### src/rtl/uart_tx_fifo.sv
// uart_tx_fifo: buffered 8N1 UART transmitter.
// Takes single-cycle byte strobes from the store path and queues them in a
// DEPTH-entry FIFO. A serializer with its own baud counter drains the FIFO
// one frame at a time: 1 start bit, 8 data bits LSB first, 1 stop bit.
// Between back-to-back frames the line is high for exactly one IDLE cycle.
//
// state | meaning
// IDLE  | line high, not busy; pops the head byte when the FIFO is not empty
// START | start bit (line low) for BAUD_DIV cycles
// DATA  | eight data bits, LSB first, BAUD_DIV cycles each
// STOP  | stop bit (line high) for BAUD_DIV cycles, then back to IDLE
module uart_tx_fifo #(
   parameter int BAUD_DIV = 868,
   parameter int DEPTH    = 16,
   parameter int ADDR_W   = 4
) (
   input  logic              CLK,
   input  logic              RST,
   input  logic              wr_en,
   input  logic [7:0]        wr_data,
   output logic              uart_tx,
   output logic              full,
   output logic              empty,
   output logic [ADDR_W:0]   count,
   output logic              busy,
   output logic              overflow
);

   localparam int CNT_W = (BAUD_DIV > 1) ? $clog2(BAUD_DIV) : 1;
   localparam logic [CNT_W-1:0]  BAUD_LAST = CNT_W'(BAUD_DIV - 1);
   localparam logic [CNT_W-1:0]  BAUD_ONE  = CNT_W'(1);
   localparam logic [ADDR_W:0]   CNT_ONE   = (ADDR_W+1)'(1);
   localparam logic [ADDR_W:0]   CNT_FULL  = (ADDR_W+1)'(DEPTH);
   localparam logic [ADDR_W-1:0] PTR_ONE   = ADDR_W'(1);

   typedef enum logic [1:0] {
      IDLE  = 2'd0,
      START = 2'd1,
      DATA  = 2'd2,
      STOP  = 2'd3
   } state_t;

   logic [7:0]        mem [DEPTH];
   logic [ADDR_W-1:0] wr_ptr;
   logic [ADDR_W-1:0] rd_ptr;
   logic [ADDR_W:0]   count_nxt;
   logic              push;
   logic              pop;

   state_t            state;
   logic [CNT_W-1:0]  baud_cnt;
   logic              baud_tick;
   logic [2:0]        bit_idx;
   logic [7:0]        shift;

   // A push is accepted only against the registered full flag, so a pop in
   // the same cycle never makes room for a push that found the FIFO full.
   assign push      = wr_en && !full;
   assign pop       = (state == IDLE) && !empty;
   assign baud_tick = (baud_cnt == BAUD_LAST);

   // Next occupancy from the push/pop pair; simultaneous push and pop cancel.
   always_comb begin
      count_nxt = count;
      case ({push, pop})
         2'b10:   count_nxt = count + CNT_ONE;
         2'b01:   count_nxt = count - CNT_ONE;
         default: count_nxt = count;
      endcase
   end

   // Storage array; contents need no reset because the pointers define validity.
   always_ff @(posedge CLK) begin
      if (push) begin
         mem[wr_ptr] <= wr_data;
      end
   end

   // Pointers, occupancy and flags, all registered so they always agree.
   always_ff @(posedge CLK or posedge RST) begin
      if (RST) begin
         wr_ptr   <= '0;
         rd_ptr   <= '0;
         count    <= '0;
         full     <= 1'b0;
         empty    <= 1'b1;
         overflow <= 1'b0;
      end else begin
         if (push) begin
            wr_ptr <= wr_ptr + PTR_ONE;
         end
         if (pop) begin
            rd_ptr <= rd_ptr + PTR_ONE;
         end
         count <= count_nxt;
         full  <= (count_nxt == CNT_FULL);
         empty <= (count_nxt == '0);
         if (wr_en && full) begin
            overflow <= 1'b1;
         end
      end
   end

   // Serializer: one flop drives the line so it cannot glitch between bits.
   always_ff @(posedge CLK or posedge RST) begin
      if (RST) begin
         state    <= IDLE;
         baud_cnt <= '0;
         bit_idx  <= '0;
         shift    <= '0;
         uart_tx  <= 1'b1;
         busy     <= 1'b0;
      end else begin
         case (state)
            IDLE: begin
               uart_tx <= 1'b1;
               if (pop) begin
                  shift    <= mem[rd_ptr];
                  baud_cnt <= '0;
                  state    <= START;
                  uart_tx  <= 1'b0;
                  busy     <= 1'b1;
               end
            end
            START: begin
               if (baud_tick) begin
                  baud_cnt <= '0;
                  bit_idx  <= '0;
                  state    <= DATA;
                  uart_tx  <= shift[0];
               end else begin
                  baud_cnt <= baud_cnt + BAUD_ONE;
               end
            end
            DATA: begin
               if (baud_tick) begin
                  baud_cnt <= '0;
                  shift    <= shift >> 1;
                  if (bit_idx == 3'd7) begin
                     state   <= STOP;
                     uart_tx <= 1'b1;
                  end else begin
                     bit_idx <= bit_idx + 3'd1;
                     uart_tx <= shift[1];
                  end
               end else begin
                  baud_cnt <= baud_cnt + BAUD_ONE;
               end
            end
            STOP: begin
               if (baud_tick) begin
                  baud_cnt <= '0;
                  state    <= IDLE;
                  busy     <= 1'b0;
               end else begin
                  baud_cnt <= baud_cnt + BAUD_ONE;
               end
            end
            default: begin
               state   <= IDLE;
               uart_tx <= 1'b1;
               busy    <= 1'b0;
            end
         endcase
      end
   end

endmodule

### config.mk
export PLATFORM = sky130hd
export DESIGN_NAME = uart_tx_fifo
export DESIGN_NICKNAME = d
export VERILOG_FILES = /design/src/rtl/uart_tx_fifo.sv
export SDC_FILE = /design/constraint.sdc
export NUM_CORES = 1
export LEC_CHECK = 0
export ABC_AREA = 1
export CAP_MARGIN = 25
export CORE_ASPECT_RATIO = 1.75
export CORE_MARGIN = 5
export CORE_UTILIZATION = 30
export DETAILED_ROUTE_END_ITERATION = 12
export SYNTH_ARGS = -nofsm -noshare
export SYNTH_HDL_FRONTEND = slang
export SYNTH_SLANG_ARGS = --single-unit
### constraint.sdc
create_clock -name CLK -period 2.9 [get_ports CLK]
set_clock_uncertainty 0.2 [all_clocks]
set_input_delay 0.29 -clock CLK [delete_from_list [all_inputs] [get_ports CLK]]
set_output_delay 0.29 -clock CLK [all_outputs]
set_load 0.02 [all_outputs]
==> run summary <==
YOSYS
--------------------------------------------------------------------------------------
Top cell type's share of synthesized area                                        0.518
Total of warnings raised by yosys                                                    0
FFs w/ async S/R, synth                                                          0.243
Count of flip-flops with a built-in enable after synthesis                         128
Prevailing post-synth register cell                                       sky130_fd_sc_hd__edfxtp_1
Number of instances in the synthesized netlist                                     674
Ranking of synthesized cells by area                                      sky130_fd_sc_hd__edfxtp_1 52%, sky130_fd_sc_hd__dfrtp_1 13%, sky130_fd_sc_hd__nand2_1 6.0%
Post-synthesis area per instance                                              11.0 µm²
Proportion of synthesized chip area in sequential cells                          0.656
Number of distinct standard cells referenced by the synthesized netlist             36
Yosys reg bits                                                                     169
Post-synth net total                                                               701
Post-synthesis cell type with the largest combined area                   sky130_fd_sc_hd__edfxtp_1
Combined area of all synthesized cells                                        7420 µm²

CRITICAL PATH
--------------------------------------------------------------------------------------
Top fanout value on the critical path                                                5
Critical register-to-register path endpoint                                       full
Classification of the worst setup path                                    flop to flop
Worst setup SP type                                                               flop
Arrival time at the worst endpoint                                             2.71 ns
Slack of the worst reg-to-reg path                                             0.36 ns
Reg2reg path depth                                                                  14
Required @ worst endpoint                                                      3.07 ns
Endpoint kind of the worst setup timing path                                      flop
Worst reg2reg startpoint                                                      state[0]

DRT
--------------------------------------------------------------------------------------
Initial DRC count                                                                  352
Post-route antenna net violation count                                               0
Final wirelength                                                               16.5 mm
Total number of vias                                                              4901
Drt pass-1 iters                                                                     5
Drt via density                                                                   4.73
Post-route DRC violation count                                                       0
WL per Instance                                                                15.9 µm

PLACE
--------------------------------------------------------------------------------------
Port buffer count                                                                   20
Final weighted congestion of routability-driven global placement                 0.783
DP Wirelength                                                                  11.2 mm
Worst slack, placed                                                           0.327 ns
Instance area at placement                                                    8070 µm²

POWER
--------------------------------------------------------------------------------------
Power density relative to cell area                                        1040 nW/µm²
VDD IR-drop max                                                               0.401 mV
Share of total power in combinational logic                                      0.369
Pint                                                                           5690 µW
Overall Power                                                                  9030 µW
Leak Pwr                                                                    0.00329 µW
Sw Pwr                                                                         3340 µW
Switching share of power                                                         0.370
Part of the total power dissipated in the clock network                          0.266
Relative contribution of sequential cells to total power                         0.365

CLOCK TREE
--------------------------------------------------------------------------------------
Post-cts sizing count                                                                0
Number of hold buffers added after cts                                               0
Number of CTS-inserted buffers                                                      17
Clock slew at the register clock pins of the worst setup and hold paths        0.06 ns
CTS tree                                                                           yes
Buffers inserted by post-CTS timing repair                                           0
Number of buffers on the longest clock path                                          2
Clock latency of the later-clocked register in the worst-skew pair             0.44 ns
Root Driver                                                               sky130_fd_sc_hd__clkbuf_16
Number of levels the H-tree was split into                                           4
Count of clock tree sinks                                                          169

FINAL LAYOUT
--------------------------------------------------------------------------------------
Number of filler instances in the final layout                                    2414
Total number of nets in the final design                                           738
Post-route cell area                                                          8700 µm²
Antenna diode count                                                                  0
Area growth from synthesis to layout                                             17.2%
Ratio of cells with drive above 1 in the final layout                            0.116

TIMING
--------------------------------------------------------------------------------------
Final worst slack                                                             0.365 ns
Worst rel slew slack                                                             0.530
Final worst-path cycle share                                                     0.874
Aggregate negative setup slack                                                    0 ns
Final setup violation count                                                          0
Unrepaired setup endpoints after global routing                                  false
Slew at the pin with the worst max-slew slack                                 0.704 ns
Final hold viol count                                                                0
Number of pins exceeding their max-slew limit in the final report                    0
Shortest period the worst path allows                                          2.54 ns
Highest Clock Rate                                                             394 MHz

FLOORPLAN
--------------------------------------------------------------------------------------
Initial Utilization                                                              0.303
Die span in y                                                                   218 µm
Row count                                                                           76
I/O pin cnt                                                                         21
Core region area                                                             24500 µm²
Die Area                                                                     28100 µm²
X dimension of the die                                                          129 µm

GLOBAL ROUTING
--------------------------------------------------------------------------------------
Vias in the first global route                                                    5054
Sum of overflow across all layers after global routing                               0
GRT Overall Usage                                                                0.123
First-pass GRT wire length                                                     26.4 mm
Pin count of the biggest net entering global routing                                73
Number of antenna violations at the first check in global routing                    0

MIN PATH
--------------------------------------------------------------------------------------
Kind of path behind the tightest hold check                               input port to async pin

STATUS
--------------------------------------------------------------------------------------
Outcome                                                                      completed

FLOW RUN
--------------------------------------------------------------------------------------
Reported max-cap violation count                                                     0

-- worst max-delay path by stage --
stage	start	endpoint	slack, ns	cells after the start
global placement	state[0]	full	0.44	14
floorplan	state[0]	full	0.57	13
global route	state[0]	empty	0.19	14
detailed placement	state[0]	full	0.33	14
finish	state[0]	full	0.36	14
CTS	state[0]	full	0.34	14
-- synth_stat cells, types with 2 or more instances --
master and instances:
sky130_fd_sc_hd__nor2_4 3, sky130_fd_sc_hd__dfrtp_1 39, sky130_fd_sc_hd__edfxtp_1 128, sky130_fd_sc_hd__clkbuf_1 5, sky130_fd_sc_hd__ha_1 16, sky130_fd_sc_hd__nand3b_1 2, sky130_fd_sc_hd__nand3_2 6, sky130_fd_sc_hd__nor3_1 2
sky130_fd_sc_hd__nor2_1 107, sky130_fd_sc_hd__clkinv_1 2, sky130_fd_sc_hd__nor2_2 3, sky130_fd_sc_hd__nand3_1 37, sky130_fd_sc_hd__o211ai_1 22, sky130_fd_sc_hd__inv_2 5, sky130_fd_sc_hd__xor2_1 10, sky130_fd_sc_hd__inv_1 34
sky130_fd_sc_hd__nand2_1 118, sky130_fd_sc_hd__a21oi_1 14, sky130_fd_sc_hd__nand2_2 8, sky130_fd_sc_hd__dfstp_2 2, sky130_fd_sc_hd__buf_2 13, sky130_fd_sc_hd__buf_4 7, sky130_fd_sc_hd__nand4_1 7, sky130_fd_sc_hd__a31oi_1 4
sky130_fd_sc_hd__o21ai_0 69
-- routing by layer --
metal  vias to the layer above  global-route usage  wire length [µm]
li1                       2398                   -                 -
met1                      2430               0.121              6130
met2                        55               0.242              9690
met3                        18              0.0276               373
met4                         0              0.0487               298
met5                         -                   0                 0
-- layout by cell type (no fill, tap or decap), drive strengths merged, types with 8 or more instances in the layout --
cell           Yosys  routed
a21oi             14      14
buf               21      24
clkbuf             5      24
clkdlybuf4s50      0      20
dfrtp             39      39
edfxtp           128     128
ha                16      16
inv               39      39
nand2            126     126
nand3             43      43
nand4              8       8
nor2             113     113
o211ai            22      22
o21ai             70      70
xor2              10      10
-- logic make-up (layout without fill, tap and decap cells) --
group                      Yosys count  count (layout)  share of synthesized area
DFF                                169             169                      0.656
AOI/OAI and AO/OA                  114             114                     0.0868
xor gates and xnor gates            11              11                     0.0130
adders and majority gates           16              16                     0.0270
buffers and inverters               67             117                     0.0406
and+or+nand+nor                    297             297                      0.176
-- power groups by stage --
| stage | logic [µW] | registers [µW] | clock network, µW |
|---|---|---|---|
| after detailed placement | 3380 | 3340 | 0 |
| after floorplan | 2360 | 3330 | 0 |
| after CTS | 3390 | 3300 | 2440 |
| after global placement | 3340 | 3340 | 0 |
| after global routing | 3760 | 3340 | 2530 |
| final | 3340 | 3300 | 2400 |
-- layout make-up --
class                           count  area, µm²  area share
Inverter                           41        154      0.0177
Tap cell                          312        390      0.0449
Timing Repair Buffer               44        405      0.0466
Multi-Input combinational cell    438       2250       0.259
Clock inverter                      8        143      0.0164
Sequential cell                   169       4870       0.560
Clock buffer                       24        482      0.0554
-- through the flow --
stage          hold slack, ns  cells  utilization
2_1_floorplan           0.189    674            -
5_1_grt                 0.167   1036        0.354
6_report                0.102   1036        0.354
4_1_cts                 0.128   1036        0.354
3_3_place_gp            0.241   1004        0.329
3_5_place_dp            0.248   1004        0.329
-- critical path, stage by stage (launching register included) --
cell and delay (ns):
sky130_fd_sc_hd__dfrtp_1 0.41, sky130_fd_sc_hd__inv_1 0.12, sky130_fd_sc_hd__ha_1 0.27, sky130_fd_sc_hd__inv_2 0.06
sky130_fd_sc_hd__nor2_4 0.14, sky130_fd_sc_hd__nand2_2 0.11, sky130_fd_sc_hd__nand2_1 0.07, sky130_fd_sc_hd__nand2_1 0.08
sky130_fd_sc_hd__ha_1 0.28, sky130_fd_sc_hd__nand2_1 0.07, sky130_fd_sc_hd__nand2_1 0.06, sky130_fd_sc_hd__or2_2 0.30
sky130_fd_sc_hd__nor2_2 0.12, sky130_fd_sc_hd__nand3_2 0.10, sky130_fd_sc_hd__nor2_1 0.09
-- flip-flops by register name, summed over array words and instances, names as in the netlist, 2 cells and up --
register and count:
baud_cnt 10, bit_idx 3, count 5, mem 128, rd_ptr 4, shift 8, state 2, wr_ptr 4
(Power assumes the default switching activity.)
